$ cat src/rtl/rvv_rs_fifo_if.sv
// Dispatch-to-RS push lanes and RS-to-execution-unit pop port.
// The FIFO takes the slave side of this bundle.
interface rvv_rs_fifo_if #(
  parameter int DATA_WIDTH = 64,
  parameter int NUM_PUSH   = 2
) ();
  logic [NUM_PUSH-1:0]                 push_valid;
  logic [NUM_PUSH-1:0][DATA_WIDTH-1:0] push_data;
  logic [NUM_PUSH-1:0]                 push_ready;
  logic                                pop_valid;
  logic [DATA_WIDTH-1:0]               pop_data;
  logic                                pop_ready;

  modport master (
    output push_valid, push_data, pop_ready,
    input  push_ready, pop_valid, pop_data
  );

  modport slave (
    input  push_valid, push_data, pop_ready,
    output push_ready, pop_valid, pop_data
  );
endinterface

$ cat src/rtl/rvv_rs_fifo.sv
// Multi-lane-push, single-pop reservation-station FIFO with flush.
// Occupancy lives in its own counter; pointers only address storage.
module rvv_rs_fifo #(
  parameter int DEPTH      = 8,
  parameter int DATA_WIDTH = 64,
  parameter int NUM_PUSH   = 2,
  parameter int CNT_W      = $clog2(DEPTH+1)
) (
  input  logic             clk,
  input  logic             rst,
  input  logic             flush,
  rvv_rs_fifo_if.slave     io,
  output logic [CNT_W-1:0] count,
  output logic             full,
  output logic             empty
);
  localparam int PTR_W = $clog2(DEPTH);

  logic [DATA_WIDTH-1:0] mem_q [DEPTH];
  logic [DATA_WIDTH-1:0] mem_d [DEPTH];
  logic [PTR_W-1:0]      wp_q, wp_d;
  logic [PTR_W-1:0]      rp_q, rp_d;
  logic [CNT_W-1:0]      count_q, count_d;
  logic [CNT_W-1:0]      free;
  logic [CNT_W-1:0]      npush;
  logic                  npop;
  logic [NUM_PUSH-1:0]   ready;

  always_ff @(posedge clk or posedge rst) begin
    if (rst) begin
      wp_q    <= '0;
      rp_q    <= '0;
      count_q <= '0;
      for (int i = 0; i < DEPTH; i++)
        mem_q[i] <= '0;
    end else begin
      wp_q    <= wp_d;
      rp_q    <= rp_d;
      count_q <= count_d;
      for (int i = 0; i < DEPTH; i++)
        mem_q[i] <= mem_d[i];
    end
  end

  // Ready is a function of registered occupancy only: no pop-through credit.
  always_comb begin
    free = CNT_W'(DEPTH) - count_q;
    for (int i = 0; i < NUM_PUSH; i++)
      ready[i] = !rst && !flush && (free > CNT_W'(i));
  end

  always_comb begin
    mem_d = mem_q;
    npush = '0;
    for (int i = 0; i < NUM_PUSH; i++) begin
      if (io.push_valid[i] && ready[i]) begin
        mem_d[wp_q + npush[PTR_W-1:0]] = io.push_data[i];
        npush = npush + CNT_W'(1);
      end
    end
    npop = (count_q != '0) && io.pop_ready;
    if (flush) begin
      wp_d    = '0;
      rp_d    = '0;
      count_d = '0;
    end else begin
      wp_d    = wp_q + npush[PTR_W-1:0];
      rp_d    = rp_q + PTR_W'(npop);
      count_d = count_q + npush - CNT_W'(npop);
    end
  end

  assign io.push_ready = ready;
  assign io.pop_valid  = (count_q != '0);
  assign io.pop_data   = mem_q[rp_q];
  assign count         = count_q;
  assign full          = (count_q == CNT_W'(DEPTH));
  assign empty         = (count_q == '0);
endmodule

$ cat src/flat_wrapper.sv
// flat-port wrapper written by rule: the top's interface ports become plain ports
module rvv_rs_fifo_flat 
#(
  parameter int DEPTH      = 8,
  parameter int DATA_WIDTH = 64,
  parameter int NUM_PUSH   = 2,
  parameter int CNT_W      = $clog2(DEPTH+1)
)
  (clk, rst, flush, count, full, empty, io_push_valid, io_push_data, io_pop_ready, io_push_ready, io_pop_valid, io_pop_data);
  rvv_rs_fifo_if #(.DATA_WIDTH(DATA_WIDTH), .NUM_PUSH(NUM_PUSH)) io_i ();
  input  logic clk;
  input  logic rst;
  input  logic flush;
  output logic [CNT_W-1:0] count;
  output logic full;
  output logic empty;
  input wire logic [$bits(io_i.push_valid)-1:0] io_push_valid;
  input wire logic [$bits(io_i.push_data)-1:0] io_push_data;
  input wire logic [$bits(io_i.pop_ready)-1:0] io_pop_ready;
  output wire logic [$bits(io_i.push_ready)-1:0] io_push_ready;
  output wire logic [$bits(io_i.pop_valid)-1:0] io_pop_valid;
  output wire logic [$bits(io_i.pop_data)-1:0] io_pop_data;
  assign io_i.push_valid = io_push_valid;
  assign io_i.push_data = io_push_data;
  assign io_i.pop_ready = io_pop_ready;
  assign io_push_ready = io_i.push_ready;
  assign io_pop_valid = io_i.pop_valid;
  assign io_pop_data = io_i.pop_data;
  rvv_rs_fifo #(.DEPTH(DEPTH), .DATA_WIDTH(DATA_WIDTH), .NUM_PUSH(NUM_PUSH), .CNT_W(CNT_W)) u_core (.clk(clk), .rst(rst), .flush(flush), .io(io_i), .count(count), .full(full), .empty(empty));
endmodule
$ cat config.mk
export PLATFORM = sky130hd
export DESIGN_NAME = rvv_rs_fifo_flat
export DESIGN_NICKNAME = d
export VERILOG_FILES = /design/src/rtl/rvv_rs_fifo_if.sv /design/src/rtl/rvv_rs_fifo.sv /design/src/flat_wrapper.sv
export SDC_FILE = /design/constraint.sdc
export NUM_CORES = 1
export LEC_CHECK = 0
export CAP_MARGIN = 20
export CORE_ASPECT_RATIO = 1.75
export CORE_MARGIN = 2
export CORE_UTILIZATION = 45
export CTS_CLUSTER_SIZE = 16
export DETAILED_ROUTE_END_ITERATION = 10
export GPL_ROUTABILITY_DRIVEN = 0
export PLACE_DENSITY = 0.74
export SLEW_MARGIN = 20
export SYNTH_ARGS = -nofsm -noshare
export SYNTH_HDL_FRONTEND = slang
export SYNTH_SLANG_ARGS = --single-unit
$ cat constraint.sdc
create_clock -name clk -period 18.7 [get_ports clk]
set_input_delay 1.87 -clock clk [delete_from_list [all_inputs] [get_ports clk]]
set_output_delay 1.87 -clock clk [all_outputs]
set_load 0.03 [all_outputs]
Yosys cells after proc, flatten, opt, wreduce, memory -nomap -nowiden
Cells that the tools add are included.
- reduce and logical (&&, ||, !) cells: 12
- add/subtract/negate cells: 7
- $lt $le $gt $ge: 7
- eq/ne operators: 1
- mux-type cells: 16
- bitwise operators: 3
- operator list (operator ; number):
    $bwmux W512 ; 2
    $mux W512 ; 2
    $demux W64 S3 ; 2
    $mux W64 ; 4
    $bmux W64 S3 ; 1
    $ge A4 B4 Y1 const B ; 3
    $not A3 Y4 ; 3
    $gt A4 B1 Y1 const B ; 2
    $logic_and A1 B1 Y1 ; 8
    $lt A4 B1 Y1 const B ; 2
    $mux W4 ; 2
    $add A3 B1 Y3 ; 2
    $mux W3 ; 2
    $add A4 B4 Y4 ; 1
    $eq A4 B4 Y1 const B ; 1
    $logic_not A4 Y1 ; 1
    $reduce_bool A4 Y1 ; 1
    $sub A4 B1 Y4 ; 1
    $sub A4 B4 Y4 const A ; 1
    $add A3 B3 Y3 ; 1
    $add A1 B1 Y2 const B ; 1
    $logic_not A1 Y1 ; 2
    $mux W1 ; 1
- word-level logic and storage cells: 57
- flip-flop bits (word level): 522
- output and inout bits: 73
- input port bits: 134

Logic depth before layout (Yosys ltp)
Gate-level depths: netlist of the first run.
- depth in word-level cells: 13
- depth in mapped cells: 12

Worst setup path after synthesis of the first run
No wires, ideal clock.
- kind: input -> output
- from: input port flush
- to: output port io_push_ready[1]
- required time: 16830 ps
- slack: 13951 ps
- stages on the path: 2
- arrival time: 2879 ps
- path buffers: 0
- path through: or2_1 nor3_1
- word-level cells in the longest chain between the ends: 3
- ends and longest elaborated chain (what ; RTL line ; text):
    start, declared ; flat_wrapper.sv:13 ; input logic flush;
    $logic_not A1 Y1 ; rvv_rs_fifo.sv:49 ; ready[i] = !rst && !flush && (free > CNT_W'(i));
    $logic_and A1 B1 Y1 (2 in series) ; rvv_rs_fifo.sv:49 ;
    end, declared ; flat_wrapper.sv:20 ; output wire logic [$bits(io_i.push_ready)-1:0] io_push_ready;
Every way passes these cells.

Worst setup path in the final report of the first run
- from: register u_core.rp_q[0]
- to: output port io_pop_data[61]
- word-level cells in the longest chain between the ends: 4
- ends and longest elaborated chain (what ; RTL line ; text):
    start, declared ; rvv_rs_fifo.sv:22 ; logic [PTR_W-1:0] rp_q, rp_d;
    start signal, assigned ; rvv_rs_fifo.sv:38 ; rp_q <= rp_d;
    $not A3 Y4 (not written as such) ; rvv_rs_fifo.sv:75 ; assign io.pop_data = mem_q[rp_q];
    $bmux W64 S3 ; rvv_rs_fifo.sv:75 ;
    $mux W64 (not written as such) (2 in series) ; rvv_rs_fifo.sv:75 ;
    end, declared ; flat_wrapper.sv:22 ; output wire logic [$bits(io_i.pop_data)-1:0] io_pop_data;
Every way passes these cells. The select of a mux whose other input is x is not followed.

==> flow_metrics.py, run 1 <==
metrics = {
    "worst_setup_path": {
        "critical_path.startpoint": "u_core.rp_q[0]$_DFF_PP0_",
        "start_kind": "register",
        "cp_max_fo": 34,
        "slowest_stage": "dfrtp_4",
        "cp_slowest_stage_delay_ps": 760,
        "cp_data_arrival_time_ps": 4290,
        "crit_type": "reg -> out",
        "end_kind": "primary output",
        "path_cells": "buf_4 > buf_4 > mux4_2 > mux2_2 > clkdlybuf4s50_1",
        "r2r-start": "u_core.count[1]$_DFF_PP0_",
        "cp_common_cell": "buf_4",
        "cp.required_ps": 16830,
    },
    "power": {
        "power_frac_seq_pct": 35.4,
        "power_mw": 4.23,
        "p_leak_nw": 15.8,
        "pwr-share-comb_pct": 38.5,
        "ir_drop_mv": 0.0970,
        "pwr-share-clk_pct": 26.1,
        "switching_share_pct": 31.1,
        "p_int_mw": 2.91,
        "p_per_area_nw_per_um2": 124,
        "switching_power_mw": 1.32,
    },
    "yosys": {
        "yosysWarnings": 0,
        "synth_edf_count": 0,
        "syn_area_sq_um": 29700,
        "synth_seq_cells": 522,
        "syn_nets": 2108,
        "synth_common_cells": "908 x mux2_2, 522 x dfrtp_1, 180 x mux2_1",
        "ys_top_cells_by_area": "dfrtp_1 44%, mux2_2 34%, mux4_2 9.7%",
        "ys.flop_type": "dfrtp_1",
        "synth.most_common_cell": "mux2_2",
        "syn_area_per_cell_sq_um": 15.1,
        "synth_top_area_share_pct": 44.0,
        "synth_seq_area_share_pct": 44.0,
        "synth.distinct_cells": 35,
        "synth_cells": 1959,
        "yosysTopAreaCell": "dfrtp_1",
        "async_reset_ff_share_pct": 100,
    },
    "sta": {
        "worst_pin_slew_ps": 1130,
        "fmax_ghz": 0.162,
        "maxSlewHeadroom_pct": 24.6,
        "period_needed_ps": 6160,
        "setup_slack_ps": 12540,
        "hold_slack_ps": 609,
        "slew_violations": 0,
        "rsz0062_at_grt": "no",
        "tns_ps": 0,
        "setup_viol": 0,
        "finalClockSkew_ps": 19.0,
        "final_hold_viol_count": 0,
        "period_share_pct": 33.0,
    },
    "cells_and_area": {
        "multiInputGateArea_sq_um": 15900,
        "area_delta_synth_final_pct": 15.2,
        "finish.net_count": 2258,
        "fillers": 5470,
        "finalNonFillerCells": 3034,
        "ff_latch_area_sq_um": 13100,
        "drive_gt1_share_pct": 54.5,
        "fin_area_sq_um": 34200,
        "final_util_pct": 52.3,
    },
    "grt": {
        "gr-total-overflow": 0,
        "antenna_found_initial": 14,
        "grt_max_degree": 144,
        "grt_first_pass_wirelength_um": 119000,
        "grt_usage_pct": 23.0,
        "grt_pass1_vias": 20000,
    },
    "drt": {
        "first_pass_iters": 5,
        "vias": 17600,
        "met1_length_um": 32100,
        "drc_errors": 0,
        "wl_met3_um": 3170,
        "route.met2.wl_um": 40000,
        "first_iter_violations": 839,
        "post_drt_wl_per_cell_um": 25.5,
        "via_per_inst": 5.80,
        "route.top_layer_used": "met5",
        "final_antenna_net_count": 0,
        "drt_wl_total_um": 77400,
    },
    "cts": {
        "cts_buffers": 50,
        "clk_latency_ps": 580,
        "clock_path_buffers": 3,
        "cts_sinks": 522,
        "clkSlewWorstSetupHoldPaths_ps": 60,
        "htreeDepth": 2,
        "cts_hold_buffers": 0,
        "tritoncts": "built",
        "root_buffer": "clkbuf_16",
        "cts_resized": 0,
        "post_cts_buffers": 0,
    },
    "placed_design": {
        "placed_cells": 2939,
        "post-dp-hpwl_um": 44200,
        "post_dp_cell_area_sq_um": 32400,
        "portBuffers": 206,
        "pre_cts_slack_ps": 12490,
    },
    "hold_path": {
        "min_from": "u_core.mem_q[106]$_DFF_PP0_",
        "hp-class": "reg -> reg",
    },
    "floorplan": {
        "ioPinCount": 207,
        "num_rows": 124,
        "die_area_sq_um": 68100,
        "dieWidth_um": 198,
        "die_h_um": 344,
        "initial_core_util_pct": 45.4,
        "core_area_sq_um": 65300,
    },
    "status": {
        "status": "finished, final reports clean",
    },
    "run": {
        "maxCapViolCount": 0,
    },
}
## placed cells by master, fill, tap and decap left out, types with 3 or more instances in the layout
cell / synthesis / routed
mux4_2: 128 / 128
clkinv_2: 0 / 7
buf_4: 24 / 25
clkbuf_1: 45 / 9
and2_1: 4 / 4
clkbuf_8: 0 / 12
nor2_1: 9 / 9
nand2_4: 0 / 4
clkbuf_16: 0 / 53
clkdlybuf4s50_1: 0 / 206
dfrtp_1: 522 / 519
inv_1: 13 / 12
ha_1: 13 / 13
nor2b_1: 5 / 5
bufinv_16: 0 / 7
xnor2_1: 4 / 4
nand3_4: 0 / 10
mux2_2: 908 / 908
mux2_1: 180 / 180
dfrtp_4: 0 / 3
diode_2: 0 / 4
## flip-flops by register name, indices dropped and copies added (netlist names)
register	count
u_core.wp_q	3
u_core.rp_q	3
u_core.mem_q	512
u_core.count	4
## routing by layer
metal / up-vias / GRT usage (%)
li1: 7706 / -
met1: 9391 / 29.1
met2: 369 / 40.6
met3: 123 / 3.45
met4: 20 / 6.80
met5: - / 0
## final cells by class
cell class              count  share of cell area, %
multi-input cells        1289                   46.4
flip-flops and latches    522                   38.2
repair buffers            233                   6.65
clock buffers              74                   4.46
well taps                 882                   3.23
clock inverters            17                  0.787
inverters                  13                  0.179
diodes                      4                 0.0293
## worst paths after layout
kind	endpoint	slack [ps]	depth (start not counted)
setup / recovery	io_pop_data[61]	12540	5
hold / removal	u_core.mem_q[106]$_DFF_PP0_	610	2
setup reg to reg	u_core.mem_q[356]$_DFF_PP0_	14390	9
hold reg to reg	u_core.mem_q[106]$_DFF_PP0_	610	2
max in group asynchronous	u_core.mem_q[211]$_DFF_PP0_	14460	4
min in group asynchronous	u_core.count[3]$_DFF_PP0_	1900	2
## critical path, delay by kind of cell (launching register included)
family                 cells  cell delay [ps]
buffers and inverters      3             2010
multiplexers               2              900
flip-flops                 1              760
## power by group through the flow
stage	clock, mW	sequential [mW]	combinational [mW]
floorplan	0	1.47	1.16
global placement	0	1.49	1.61
detailed placement	0	1.52	1.64
CTS	1.13	1.49	1.65
global route	1.17	1.52	1.74
finish	1.11	1.50	1.63
## cell families (layout without fill, tap and decap cells)
family	Yosys count	count (layout)	synth area share (%)
flip-flops	522	522	44.0
AND/OR/NAND/NOR	50	50	1.17
other	0	4	0
adder cells (fa/ha/maj)	15	15	0.683
buffers and inverters	148	337	2.90
XOR/XNOR	6	6	0.177
multiplexers	1216	1216	51.0
AO/OA/AOI/OAI	2	2	0.0422
Note: power is estimated with default switching activity, not from simulation.
==> run 2, diff against run 1 <==
- PLACE_DENSITY: 0.74 -> 0.76
- clock period: 18.7 -> 5.2 ns (I/O delays scaled with it)
==> run 2 against run 1 <==
First-iteration DRC count decreased by 2.5%. Flip-flop and latch count did not move. Clock-buffer cell count shrank 10. Die area is the same. Register-to-register slack lost 13000 ps. Utilization rose by 0.13 points. Power grew to 3.5 times the previous value. Sequential share of layout area down 0.094 points. Non-clock buffer count is 14 higher. Clock power grew to 3.3 times the previous value. Largest power group unchanged.
==> flow_metrics.py, run 2 (synthesized netlist as in run 1, its figures left out) <==
metrics = {
    "cells_and_area": {
        "fin_area_sq_um": 34300,
        "final_cell_mix": "908 x mux2_2, 519 x dfrtp_1, 206 x clkdlybuf4s50_1, 180 x mux2_1, 128 x mux4_2",
        "area_delta_synth_final_pct": 15.5,
        "multiInputGateArea_sq_um": 15900,
        "largest_register": "u_core.mem_q",
        "final_util_pct": 52.5,
        "finalNonFillerCells": 3045,
        "ff_latch_area_sq_um": 13100,
        "largest_reg_flops": 512,
        "layout_commonest_cell": "mux2_2",
        "fillers": 5375,
        "finish.net_count": 2270,
        "drive_gt1_share_pct": 54.7,
    },
    "worst_setup_path": {
        "critical_path.startpoint": "u_core.rp_q[0]$_DFF_PP0_",
        "cp_data_arrival_time_ps": 3560,
        "cp_max_fo": 33,
        "crit_type": "reg -> out",
        "end_kind": "primary output",
        "start_kind": "register",
        "r2r-start": "u_core.count[1]$_DFF_PP0_",
        "cp.required_ps": 4680,
    },
    "grt": {
        "grt_first_pass_wirelength_um": 120000,
        "antenna_found_initial": 17,
        "grt_pass1_vias": 20000,
        "grt_max_degree": 128,
        "gr-total-overflow": 0,
        "grt_usage_pct": 23.4,
    },
    "placed_design": {
        "post-dp-hpwl_um": 45500,
        "pre_cts_slack_ps": 1060,
        "portBuffers": 206,
        "placed_cells": 2953,
        "post_dp_cell_area_sq_um": 32700,
    },
    "sta": {
        "setup_viol": 0,
        "maxSlewHeadroom_pct": 23.9,
        "final_hold_viol_count": 0,
        "period_needed_ps": 4080,
        "worst_pin_slew_ps": 1140,
        "finalClockSkew_ps": 10.7,
        "rsz0062_at_grt": "no",
        "period_share_pct": 78.4,
        "fmax_ghz": 0.245,
        "hold_slack_ps": 611,
        "slew_violations": 0,
        "setup_slack_ps": 1120,
    },
    "drt": {
        "vias": 17600,
        "final_antenna_net_count": 0,
        "via_per_inst": 5.79,
        "post_drt_wl_per_cell_um": 25.9,
        "first_iter_violations": 818,
        "drc_errors": 0,
        "first_pass_iters": 5,
        "drt_wl_total_um": 78900,
    },
    "cts": {
        "clkSlewWorstSetupHoldPaths_ps": 70,
        "tritoncts": "built",
        "clock_path_buffers": 3,
        "htreeDepth": 2,
        "cts_hold_buffers": 0,
        "cts_buffers": 48,
        "root_buffer": "clkbuf_16",
        "cts_resized": 0,
        "post_cts_buffers": 0,
        "cts_sinks": 522,
        "clk_latency_ps": 580,
    },
    "floorplan": {
        "die_area_sq_um": 68100,
        "num_rows": 124,
        "core_area_sq_um": 65300,
        "dieWidth_um": 198,
        "die_h_um": 344,
        "ioPinCount": 207,
        "initial_core_util_pct": 45.4,
    },
    "hold_path": {
        "hp-class": "reg -> reg",
        "min_from": "u_core.mem_q[69]$_DFF_PP0_",
    },
    "power": {
        "p_per_area_nw_per_um2": 437,
        "ir_drop_mv": 0.285,
        "p_leak_nw": 15.8,
    },
    "run": {
        "maxCapViolCount": 0,
    },
    "status": {
        "status": "finished, final reports clean",
    },
}
run 2: changes by cell type in the layout (fill, tap and decap cells not counted), sizes merged:
cell / previous run / this run
buf: 27 / 41
clkbuf: 74 / 64
bufinv: 7 / 5
clkinv: 9 / 12
inv: 12 / 13
diode: 4 / 9
run 2: worst paths after layout:
kind / slack [ps] / endpoint / cells past startpoint
worst max register to register: 1600 / u_core.mem_q[502]$_DFF_PP0_ / 6
worst min-delay path: 610 / u_core.mem_q[69]$_DFF_PP0_ / 2
max in group asynchronous: 3230 / u_core.mem_q[420]$_DFF_PP0_ / 3
worst max-delay path: 1120 / io_pop_data[2] / 4
min in group asynchronous: 620 / u_core.wp_q[0]$_DFF_PP0_ / 2
worst min register to register: 610 / u_core.mem_q[69]$_DFF_PP0_ / 2
run 2: routing by layer:
| metal | share of wire (%) | up-vias | track usage [%] | wire length, um |
|---|---|---|---|---|
| met5 | 0.13 | - | 0 | 103 |
| met2 | 52 | 423 | 41.6 | 41000 |
| met3 | 4.3 | 148 | 3.40 | 3390 |
| met4 | 3.4 | 16 | 9.29 | 2680 |
| met1 | 40 | 9303 | 28.4 | 31800 |
| li1 | - | 7732 | - | - |
run 2: critical path, cell delays in order (launching register included):
cell,delay (ps)
dfrtp_4,910
buf_4,520
mux4_2,560
mux2_2,310
clkdlybuf4s50_1,610
run 2: area by class of cell:
cell class,instances,area share [%]
multi-input combinational,1289,46.3
sequential,522,38.1
timing repair buffer,247,7.46
clock buffer,64,3.98
tap,882,3.22
clock inverter,19,0.661
inverter,13,0.153
antenna,9,0.0657
run 2: where the power goes:
| part | total [mW] | internal (mW) | leakage, nW | switching (mW) |
|---|---|---|---|---|
| clock network | 3.66 | 2.08 | 0.792 | 1.58 |
| registers | 5.45 | 4.90 | 6.95 | 0.542 |
| logic | 5.86 | 3.22 | 8.10 | 2.63 |
run 2: through the flow:
stage	power [mW]	TNS [ps]
after floorplan	9.43	-1259170
after CTS	15.1	0
final	15.0	0
after global routing	15.7	0
after global placement	11.2	0
after detailed placement	11.4	0
==> run 3, diff against run 2 <==
- clock period: 5.2 -> 3.7 ns (I/O delays scaled with it)
==> run 3 against run 2 <==
Clock power up 37%. Combinational power up 44%. Design area up 1.1%. Power up 40%. Setup slack worse by 920 ps. Final cell count up 0.69%. Sequential power up 39%. Flip-flop and latch count unchanged. Utilization up 0.60 points. Die area unchanged. Critical path type unchanged. Critical endpoint is now io_pop_data[50]. Highest routed layer unchanged.
==> flow_metrics.py, run 3 (synthesized netlist as in run 1, its figures left out) <==
metrics = {
    "status": {
        "status": "finished, final reports clean",
    },
    "drt": {
        "vias": 17900,
        "via_per_inst": 5.83,
        "drc_errors": 0,
        "final_antenna_net_count": 0,
        "drt_wl_total_um": 78700,
        "post_drt_wl_per_cell_um": 25.7,
        "first_iter_violations": 824,
        "first_pass_iters": 4,
    },
    "cells_and_area": {
        "fillers": 5298,
        "largest_reg_flops": 512,
        "ff_latch_area_sq_um": 13100,
        "finalNonFillerCells": 3066,
        "finish.net_count": 2289,
        "multiInputGateArea_sq_um": 15900,
        "largest_register": "u_core.mem_q",
        "layout_commonest_cell": "mux2_2",
        "area_delta_synth_final_pct": 16.8,
        "drive_gt1_share_pct": 54.6,
        "final_util_pct": 53.1,
        "final_cell_mix": "908 x mux2_2, 519 x dfrtp_1, 206 x clkdlybuf4s50_1, 180 x mux2_1, 128 x mux4_2",
        "fin_area_sq_um": 34700,
    },
    "floorplan": {
        "die_h_um": 344,
        "initial_core_util_pct": 45.4,
        "die_area_sq_um": 68100,
        "core_area_sq_um": 65300,
        "num_rows": 124,
        "dieWidth_um": 198,
        "ioPinCount": 207,
    },
    "grt": {
        "grt_pass1_vias": 20400,
        "grt_usage_pct": 23.4,
        "grt_util_met1_pct": 28.5,
        "grt_busiest_layer": "met2",
        "grt_max_degree": 82,
        "grt_first_pass_wirelength_um": 121000,
        "grtUsageMet3_pct": 3.63,
        "gr-total-overflow": 0,
        "antenna_found_initial": 15,
        "grt_util_met2_pct": 41.4,
    },
    "worst_setup_path": {
        "path_cells": "buf_12 > mux4_2 > mux2_2 > clkdlybuf4s50_1",
        "crit_type": "reg -> out",
        "cp_slowest_stage_delay_ps": 860,
        "cp.required_ps": 3330,
        "start_kind": "register",
        "slowest_stage": "dfrtp_4",
        "end_kind": "primary output",
        "cp_num_buf_inv": 2,
        "cp_data_arrival_time_ps": 3120,
        "cp_max_fo": 37,
        "crit_family": "buffers and inverters",
    },
    "placed_design": {
        "post_dp_cell_area_sq_um": 33100,
        "pre_cts_slack_ps": 360,
        "placed_cells": 2971,
        "post-dp-hpwl_um": 46300,
        "portBuffers": 206,
    },
    "cts": {
        "clock_path_buffers": 3,
        "root_buffer": "clkbuf_16",
        "post_cts_buffers": 0,
        "htreeDepth": 2,
        "clkSlewWorstSetupHoldPaths_ps": 60,
        "clk_latency_ps": 590,
        "cts_buffers": 49,
        "tritoncts": "built",
        "cts_sinks": 522,
        "cts_resized": 0,
        "cts_hold_buffers": 0,
    },
    "hold_path": {
        "hp-class": "in -> async",
    },
    "power": {
        "p_leak_nw": 16.0,
        "power_mw": 21.0,
        "p_per_area_nw_per_um2": 606,
        "ir_drop_mv": 0.375,
    },
    "sta": {
        "finalClockSkew_ps": 8.42,
        "period_share_pct": 94.4,
        "hold_slack_ps": 434,
        "worst_pin_slew_ps": 855,
        "setup_slack_ps": 206,
        "period_needed_ps": 3490,
        "fmax_ghz": 0.286,
        "rsz0062_at_grt": "no",
        "final_hold_viol_count": 0,
        "setup_viol": 0,
        "slew_violations": 0,
        "tns_ps": 0,
        "maxSlewHeadroom_pct": 42.9,
    },
    "run": {
        "maxCapViolCount": 0,
    },
}
==> run 3: changes by cell type in the layout (fill, tap and decap cells not counted), sizes merged <==
| cell | delta |
|---|---|
| buf | +18 |
| clkbuf | +13 |
| clkinv | -6 |
| bufinv | -3 |
| clkinvlp | -1 |
==> run 3: cell type report <==
cell class	instances	share of cell area, %
Tap cell	882	3.18
Antenna cell	9	0.0650
Clock buffer	77	4.17
Multi-Input combinational cell	1289	45.8
Sequential cell	522	37.7
Timing Repair Buffer	265	8.63
Inverter	13	0.152
Clock inverter	9	0.296
==> run 3: power breakdown <==
group	switching, mW	internal [mW]
registers	0.670	6.90
logic	3.82	4.61
clock network	2.21	2.81
total	6.70	14.3
==> run 3: per-layer routing <==
metal,part of all wire [%],vias up
met5,0.13,-
met1,40,9504
met4,3.5,16
met2,52,410
li1,-,7787
met3,4.2,160
==> run 3: worst register-to-register path: cells and delay by family (launching register included) <==
kind                     cells  cell delay (ps)
AND/OR/NAND/NOR              5             1320
flip-flops                   1              450
adder cells (fa/ha/maj)      2              410
buffers and inverters        1              390
multiplexers                 1              390
XOR/XNOR                     1              180
==> run 3: worst paths after layout <==
kind	from	to	slack, ps	cells after the start
setup / recovery	u_core.rp_q[1]$_DFF_PP0_	io_pop_data[50]	210	4
hold / removal	rst	u_core.count[3]$_DFF_PP0_	430	3
setup reg to reg	u_core.count[1]$_DFF_PP0_	u_core.mem_q[247]$_DFF_PP0_	440	10
hold reg to reg	u_core.mem_q[70]$_DFF_PP0_	u_core.mem_q[70]$_DFF_PP0_	610	2
max in group asynchronous	rst	u_core.mem_q[471]$_DFF_PP0_	2360	4
min in group clk	flush	u_core.wp_q[1]$_DFF_PP0_	520	3
